**config.mk**
```make
export PLATFORM = sky130hd
export DESIGN_NAME = bin2bcd_seq
export DESIGN_NICKNAME = d
export VERILOG_FILES = /design/src/rtl/bin2bcd_pkg.sv /design/src/rtl/bin2bcd_seq_add3.sv /design/src/rtl/bin2bcd_seq.sv
export SDC_FILE = /design/constraint.sdc
export NUM_CORES = 1
export LEC_CHECK = 0
export ABC_AREA = 1
export CAP_MARGIN = 20
export CORE_ASPECT_RATIO = 1.75
export CORE_MARGIN = 2
export CORE_UTILIZATION = 40
export DETAILED_ROUTE_END_ITERATION = 10
export SYNTH_ARGS = -nofsm -noshare
export SYNTH_HDL_FRONTEND = slang
export SYNTH_HIERARCHICAL = 1
export SYNTH_SLANG_ARGS = --single-unit
```
**constraint.sdc**
```tcl
create_clock -name i_clk -period 2.16 [get_ports i_clk]
set_input_delay 0.432 -clock i_clk [delete_from_list [all_inputs] [get_ports i_clk]]
set_output_delay 0.432 -clock i_clk [all_outputs]
set_load 0.02 [all_outputs]
```
**src/rtl/bin2bcd_pkg.sv**
```systemverilog
// Shared types and helpers for the sequential binary-to-BCD converter.
package bin2bcd_pkg;

   typedef enum logic [1:0] {IDLE, SHIFT, DONE} state_t;

   localparam int unsigned BCD_W = 4;

   // True when DIGITS decimal digits can hold every BIN_W-bit value.
   function automatic bit digits_ok(input int unsigned bin_w, input int unsigned digits);
      longint unsigned pow10;
      longint unsigned max_bin;
      pow10   = 1;
      max_bin = (64'd1 << bin_w) - 64'd1;
      for (int unsigned i = 0; i < digits; i++) begin
         pow10 = pow10 * 10;
      end
      return pow10 > max_bin;
   endfunction

endpackage

```
**src/rtl/bin2bcd_seq_add3.sv**
```systemverilog
// Double-dabble digit correction: adds 3 to a BCD digit of 5 or more.
module bcd_add3
   import bin2bcd_pkg::*;
(
   input  logic [BCD_W-1:0] digit,
   output logic [BCD_W-1:0] adjusted
);

   always_comb begin
      adjusted = digit;
      if (digit >= BCD_W'(5)) begin
         adjusted = digit + BCD_W'(3);
      end
   end

endmodule

```
**src/rtl/bin2bcd_seq.sv**
```systemverilog
// Sequential shift-and-add-3 binary-to-BCD converter, one input bit per clock.
// Optional leading-zero blank mask: define BIN2BCD_LEADING_BLANK_EN.
module bin2bcd_seq
   import bin2bcd_pkg::*;
#(
   parameter int unsigned BIN_W  = 10,
   parameter int unsigned DIGITS = 4
) (
   input  logic                    i_clk,
   input  logic                    i_rst_n,
   input  logic                    i_start,
   input  logic [BIN_W-1:0]        i_bin,
   output logic                    o_busy,
   output logic                    o_done,
   output logic [BCD_W*DIGITS-1:0] o_bcd,
   output logic [DIGITS-1:0]       o_blank
);

   localparam int unsigned CNT_W  = $clog2(BIN_W + 1);
   localparam int unsigned WORK_W = BCD_W * DIGITS;

   generate
      if (!digits_ok(BIN_W, DIGITS)) begin : g_bad_params
         $error("bin2bcd_seq: DIGITS too small for BIN_W");
      end
   endgenerate

   state_t              state, state_n;
   logic [BIN_W-1:0]    shift_q, shift_n;
   logic [WORK_W-1:0]   work_q, work_n;
   logic [WORK_W-1:0]   adj;
   logic [CNT_W-1:0]    cnt_q, cnt_n;
   logic                load_out;
   logic [DIGITS-1:0]   blank_calc;

   for (genvar g = 0; g < DIGITS; g++) begin : g_add3
      bcd_add3 u_add3 (
         .digit    (work_q[g*BCD_W +: BCD_W]),
         .adjusted (adj[g*BCD_W +: BCD_W])
      );
   end

   always_ff @(posedge i_clk or negedge i_rst_n) begin
      if (!i_rst_n) begin
         state <= IDLE;
      end else begin
         state <= state_n;
      end
   end

   // Shifts run while the counter is non-zero; the cycle that finds it at zero
   // publishes the result, putting o_done BIN_W+1 edges after the start edge.
   always_comb begin
      state_n  = state;
      shift_n  = shift_q;
      work_n   = work_q;
      cnt_n    = cnt_q;
      load_out = 1'b0;
      case (state)
         IDLE: begin
            if (i_start) begin
               shift_n = i_bin;
               work_n  = '0;
               cnt_n   = CNT_W'(BIN_W);
               state_n = SHIFT;
            end
         end
         SHIFT: begin
            if (cnt_q != '0) begin
               {work_n, shift_n} = {adj, shift_q} << 1;
               cnt_n             = cnt_q - CNT_W'(1);
            end else begin
               load_out = 1'b1;
               state_n  = DONE;
            end
         end
         DONE: begin
            state_n = IDLE;
         end
         default: begin
            state_n = IDLE;
         end
      endcase
   end

   always_ff @(posedge i_clk or negedge i_rst_n) begin
      if (!i_rst_n) begin
         shift_q <= '0;
         work_q  <= '0;
         cnt_q   <= '0;
      end else begin
         shift_q <= shift_n;
         work_q  <= work_n;
         cnt_q   <= cnt_n;
      end
   end

`ifdef BIN2BCD_LEADING_BLANK_EN
   always_comb begin
      logic zero_above;
      blank_calc = '0;
      zero_above = 1'b1;
      for (int unsigned i = DIGITS - 1; i >= 1; i--) begin
         zero_above    = zero_above & (work_q[i*BCD_W +: BCD_W] == '0);
         blank_calc[i] = zero_above;
      end
   end
`else
   always_comb begin
      blank_calc = '0;
   end
`endif

   always_ff @(posedge i_clk or negedge i_rst_n) begin
      if (!i_rst_n) begin
         o_bcd   <= '0;
         o_blank <= '0;
      end else if (load_out) begin
         o_bcd   <= work_q;
         o_blank <= blank_calc;
      end
   end

   assign o_busy = (state != IDLE);
   assign o_done = (state == DONE);

endmodule
```
==> impl.org, run 1 <==
** Timing
- For the final database, setup skew stands at ~0.0053 ns.
- After layout, the minimum clock period comes to about 2 ns.
- Final setup viols :: 0
- In the finished design, the share of the clock period the worst path needs comes to 0.9215.
- Unrepaired setup endpoints after global routing :: no
- Fin Setup TNS :: 0 ns
- The number of failing hold endpoints at the final stage came to 0.
- Achievable Freq :: about 500 MHz
- Number of slew-limit violations in the final report :: 0
- Actual transition at the worst max-transition pin :: around 0.53 ns
- Max_slew headroom :: 0.6452

** Critical path
- The setup check on the worst reg-to-reg path leaves a slack of about 0.37 ns.
- CP Depth :: 2
- Counting both buffers and inverters, the worst setup path holds a total of 1.
- The worst setup path is of the reg -> out kind.
- Endpoint kind of the worst setup timing path :: output pin
- In this run the critical register-to-register path is captured at cnt_q[2].
- For the worst setup path, the data arrival time is 1.56 ns.
- For the worst flop-to-flop path, the logic depth is 8.
- The worst setup path is launched from a flip-flop.
- Critical Path RT :: around 1.7 ns
- Cell breakdown of the critical path :: nor2_1 -> clkdlybuf4s50_1
- Tracing the worst setup path back leads to its startpoint at state[0].
- In this run the worst setup path terminates at o_done.
- On the critical path the largest part of the delay comes from buffers and inverters.
- Worst flop-to-flop path startpoint :: state[1]
- Delay of the slowest critical-path stage :: 0.62 ns
- Along the worst path, the maximum fanout reaches 11.
- Standard cell with the maximum stage delay on the critical path :: sky130_fd_sc_hd__clkdlybuf4s50_1

** Clock tree
- The H-tree generated during clock tree synthesis spans 2 levels.
- CTS tree :: done
- In this run the deepest clock path goes through 2 buffers.
- Post-CTS timing repair inserted 0 buffers for setup.
- In this run, CTS created clock tree buffers numbering 5.
- CTS Root Buffer Type :: sky130_fd_sc_hd__clkbuf_16
- After clock tree synthesis, the clock-pin slew on the worst setup and hold paths is roughly 0.06 ns.
- Clk_lat worst skew :: 0.29 ns
- Number of sinks on the clock net :: 48

** Die
- Core area :: roughly 7000 um^2
- During I/O placement, the number of pins put on the boundary was 35.
- The floorplan step set the die width to roughly 68 um.
- Initial Utilization :: 0.4067
- Die Footprint :: 7975 um^2
- Floorplan die height :: 116.6 um
- After floorplanning, the core was divided into between 40 and 50 placement rows.

** GRT
- The first global-routing pass estimated slightly below 9000 um of wire.
- The initial antenna violation count came to 0.
- Vias in the first global route :: roughly 2.0k
- Overall Global Routing Usage :: 0.1478
- Maximum number of pins on one net before global-route repair :: slightly above 40
- Sum of overflow across all layers after global routing :: 0

** Route
- Post-route DRC :: 0
- The first routing iteration left ~50 violations.
- Average detailed-routed wire length per instance :: between 10 and 15 um
- After detailed routing, the number of vias per cell comes to around 4.8.
- Detailed routing inserted a total of around 2.1k vias.
- The first detailed-routing pass took 4 iterations.
- The final layout contains routed wiring with a total length of 5122 um.
- In this run the remaining antenna-violating nets after routing total 0.

** Power and ir drop
- The share of total power dissipated in the clock network is 0.142.
- Logic pwr share :: 0.568
- Peak ir drop on the vdd network :: between 0.001 and 0.0015 V
- Sw frac :: 0.4610
- Summed over all cells, the static leakage comes to 0.001488 uW.
- Sequential cell fraction of total power :: 0.290
- Internal power comes to 2997 uW.
- Power spread over the standard cell area amounts to between 1500 and 2000 nW/um^2.
- Net switching power :: around 2600 uW
- Post-layout total power :: between 5000 and 6000 uW

** Cells and area
- Signed area change from the synthesized netlist to the final layout :: 14.97%
- Commonest cells after routing, fill and taps aside :: sky130_fd_sc_hd__dfrtp_1 (47), sky130_fd_sc_hd__inv_1 (41), sky130_fd_sc_hd__nand2_1 (40)
- In the final layout, the share of cells above drive strength 1 is 0.2994.
- For this run, the post-layout net count is ~370.
- Most common cell after layout, fill and taps aside :: sky130_fd_sc_hd__dfrtp_1
- Number of diodes :: 0

** Synth
- During synthesis, Yosys emitted a total of 6 warnings.
- The average instance in the mapped netlist occupies 9.178 um^2.
- Synthesis produced a netlist whose cell count is about 320.
- After synthesis the cells add up to ~2900 um^2.

** Flow run
- Max-cap violations in this run came to 0.

** Worst hold path
- In this run the worst hold path is classified as in -> async.

** Placement
- Routability congestion estimate :: 0.7796
- Input and output buffers added on the ports amount to 30.
- HPWL Detailed :: approximately 3700 um

** Status
- The flow ran to the end, and the final reports show no timing, DRC or antenna violations.
==> what timing repair did <==
action                     CTS  global route
hold endpoints to repair     0             0
gates resized for setup      0             2
hold buffers                 0             0
setup endpoints to repair    0             1
==> power by group through the flow <==
stage / combinational (uW) / sequential (uW) / clock [uW]
2_1_floorplan: 2550 / 1750 / 0
3_3_place_gp: 3130 / 1620 / 0
3_5_place_dp: 3200 / 1630 / 0
4_1_cts: 3210 / 1610 / 817
5_1_grt: 3540 / 1660 / 851
6_report: 3160 / 1610 / 789
==> metal layers <==
layer,GRT usage,wire length [um],up-vias
li1,-,-,1060
met2,0.2647,2789,38
met1,0.1702,2082,981
met3,0.02890,159,5
met5,0,0,-
met4,0.05200,89,0
==> flip-flops by register name (all words and copies together), names as in the netlist <==
| register | flops |
|---|---|
| cnt_q | 4 |
| o_bcd | 16 |
| state | 2 |
| work_q | 16 |
| shift_q | 10 |
==> worst reg2reg max path, stage by stage (launching register included) <==
cell	delay (ns)
sky130_fd_sc_hd__dfrtp_1	0.42
sky130_fd_sc_hd__inv_2	0.16
sky130_fd_sc_hd__buf_4	0.21
sky130_fd_sc_hd__nand2_4	0.19
sky130_fd_sc_hd__inv_2	0.16
sky130_fd_sc_hd__nand2_4	0.09
sky130_fd_sc_hd__nand2_8	0.31
sky130_fd_sc_hd__nand2_1	0.13
sky130_fd_sc_hd__nand2_1	0.07
==> how the worst min path moves through the flow <==
stage	end	slack [ns]	cells after the start
final	shift_q[8]	0.1	1
after global placement	shift_q[8]	0.41	1
after floorplan	cnt_q[0]	0.14	0
after detailed placement	shift_q[8]	0.42	1
after CTS	shift_q[8]	0.11	1
after global routing	shift_q[6]	0.13	1
==> stage by stage <==
| stage | hold slack (ns) | cell area (um^2) | util | setup slack (ns) | cells |
|---|---|---|---|---|---|
| detailed placement | 0.4220 | 3179 | 0.4459 | 0.3390 | 422 |
| CTS | 0.1095 | 3328 | 0.4667 | 0.06528 | 430 |
| finish | 0.09522 | 3334 | 0.4676 | 0.1695 | 430 |
| global route | 0.1276 | 3334 | 0.4676 | 0.1009 | 430 |
| global placement | 0.4121 | 3179 | 0.4459 | 0.4013 | 422 |
| floorplan | 0.1364 | 2912 | - | 0.6885 | 319 |
==> cell type report <==
class | count | area (um^2)
timing repair buffer | 34 | 325.3
clock inverter | 2 | 10.01
clock buffer | 6 | 138.9
fill | 718 | 3796
multi-input combinational | 207 | 1374
inverter | 47 | 176.4
sequential | 48 | 1202
tap | 86 | 107.6
Note: power is estimated with default switching activity, not from simulation.
==> inputs of run 2 (changes only) <==
Settings changed: CTS_CLUSTER_DIAMETER set to 60, SETUP_SLACK_MARGIN set to 0.5.
==> run 2 against run 1 <==
First-iteration DRC count is 9.8% lower; combinational power is 8.9% higher; utilization is 2.0 points higher; clock power hardly changed; hold slack better by 0.0012 ns; global-route usage is 1.9 points higher; register-to-register slack better by 0.24 ns; total power is 4.7% higher.
==> impl.org, run 2 (same netlist as run 1, synthesis figures left out) <==
** Clock tree
- Number of sinks on the clock net :: 48
- For this design, the CTS-stage hold fixing added 0 buffers.
- CTS tree :: done
- H-tree level count :: 2
- CTS Root Buffer Type :: sky130_fd_sc_hd__clkbuf_16
- Inserted Clock Buffers :: 5
- The later pin in the worst-skew pair is clocked with a latency of 0.29 ns.
- Clock-pin slew was measured on the worst setup and hold paths at about 0.060 ns.
- The clock passes through at most 2 buffers.

** Route
- The first routing iteration left 46 violations.
- In this run the remaining antenna-violating nets after routing total 0.
- Met1 Routed Length :: between 2000 and 2500 um
- Routed length on met2 :: roughly 3200 um
- Sum of routed wire length over all layers :: ~5700 um
- Length of the first detailed-routing pass in iterations :: 5
- The highest metal layer carrying signal wires in the routed design is met4.
- Post-route DRC :: 0
- The detailed router placed roughly 2.2k vias in this run.
- Average detailed-routed wire length per instance :: around 13 um
- After detailed routing, the number of vias per cell comes to 4.914.
- Routed wire length on met3 :: 184 um

** Placement
- At the end of routability-driven placement, the weighted congestion stood at 0.7796.
- Detailed placement finished with a half-perimeter wire length of about 3700 um.
- Dpl ws :: roughly 0.34 ns
- The count of buffers added on input and output ports is 30.

** Die
- Core area :: 7131 um^2
- Measured along the y axis, the die boundary spans 116.6 um.
- Row Count :: around 40
- Die width :: slightly below 70 um
- I/O Pins :: 35
- Die Footprint :: 7975 um^2
- Initial Utilization :: 0.4067

** Cells and area
- The filler cells instantiated in the layout total roughly 700.
- Relative to the synthesized area, the layout overhead comes to 19.80%.
- The largest registers in the layout are o_bcd x16, work_q x16, shift_q x10.
- Number of diodes :: 0
- Of the cells placed in the final design, the portion with a size suffix greater than 1 is 0.3277.
- The library cells used most frequently in the layout, excluding fill and tap cells, are sky130_fd_sc_hd__dfrtp_1 (47), sky130_fd_sc_hd__inv_1 (41), sky130_fd_sc_hd__nand2_1 (40).
- Total area of multi-input combinational cells :: about 1500 um^2
- Total area of sequential cells :: ~1200 um^2
- After the last flow step, the layout net total stands at around 380.
- The library cell used most frequently in the layout, excluding fill and tap cells, is sky130_fd_sc_hd__dfrtp_1.

** Timing
- Timing would allow up to 623.2 MHz.
- Setup slack closes at 0.5553 ns.
- Worst setup skew after layout :: 0.006217 ns
- Post-layout min period :: ~1.6 ns
- The number of max-slew violations in the final report was 0.
- Final cycle utilization of the critical path :: 0.7429
- Setup violations remaining at the end of the flow were counted as 0.
- Fin Setup TNS :: 0 ns
- Unrepaired setup endpoints after global routing :: no
- Final Hold Fails :: 0

** GRT
- Overall Global Routing Usage :: 0.1669
- Sum of overflow across all layers after global routing :: 0
- Vias in the first global route :: roughly 2.1k
- The first global-routing pass estimated about 10000 um of wire.
- The initial antenna violation count came to 0.
- Maximum number of pins on one net before global-route repair :: 23

** Worst hold path
- The worst hold path belongs to the class in -> async.

** Critical path
- Critical-path maximum fanout :: 6
- For the worst setup path, the data required time is approximately 1.7 ns.
- The signal on the critical path passes through nor2_1 -> clkdlybuf4s15_2.
- STA classifies the critical path endpoint as an output pin.
- Worst path buffer plus inverter count :: 1
- Cell family with most CP delay :: flip-flops
- Standard cell with the maximum stage delay on the critical path :: sky130_fd_sc_hd__dfrtp_2
- The worst setup path is launched from a flip-flop.
- Critical setup path kind :: reg -> out
- Data on the critical path arrives at its endpoint at 1.17 ns.
- Delay of the slowest critical-path stage :: about 0.46 ns

** Flow run
- Number of max-cap violations :: 0

** Power and ir drop
- Pwr Density :: 1675 nW/um^2
- For this design the static power due to leakage is between 0.0015 and 0.002 uW.
- The worst-case IR drop observed on VDD is 0.0008433 V.

** Status
- Outcome :: completed
## run 2: repair_timing
action                     4_1_cts  5_1_grt
pin swaps                        3        2
cloned                           4        0
gates resized for setup         26        7
buffers inserted                 3        3
hold endpoints to repair         0        0
setup endpoints to repair       66       39
## run 2: stage by stage
stage | std cells | utilization | cell area, um^2 | hold WS, ns | total power (uW)
finish | 440 | 0.4873 | 3475 | 0.09638 | 5820
CTS | 437 | 0.4810 | 3430 | 0.1095 | 5820
detailed placement | 422 | 0.4459 | 3179 | 0.4220 | 4824
floorplan | 319 | - | 2912 | 0.1364 | 4296
global route | 440 | 0.4873 | 3475 | 0.1284 | 6332
global placement | 422 | 0.4459 | 3179 | 0.4121 | 4753
## run 2: path summary, 6_finish.rpt
kind / start / to / slack (ns) / depth (start not counted)
worst max-delay path: state[0] / o_done / 0.56 / 2
worst min-delay path: i_rst_n / shift_q[8] / 0.1 / 1
worst max register to register: cnt_q[0] / cnt_q[2] / 0.61 / 7
worst min register to register: o_bcd[10] / o_bcd[10] / 0.51 / 2
max in group asynchronous: i_rst_n / state[0] / 1.45 / 2
min in group i_clk: o_bcd[10] / o_bcd[10] / 0.51 / 2
## run 2: report_power, final
group,internal (uW),switching [uW],leakage (uW)
Combinational,1270,2170,0.000886
Clock,457,334,0.0000766
Sequential,1320,268,0.000592
## run 2: layout make-up
| cell class | instances | share of cell area |
|---|---|---|
| clock inverter | 2 | 0.002881 |
| sequential | 48 | 0.3461 |
| multi-input combinational | 211 | 0.4242 |
| timing repair buffer | 40 | 0.1044 |
| inverter | 47 | 0.05149 |
| tap | 86 | 0.03097 |
| clock buffer | 6 | 0.03997 |
## run 2: layer usage
layer,up-vias,GRT usage
met5,-,0
met4,0,0.05600
met1,1023,0.1993
met2,40,0.2945
li1,1092,-
met3,7,0.02987
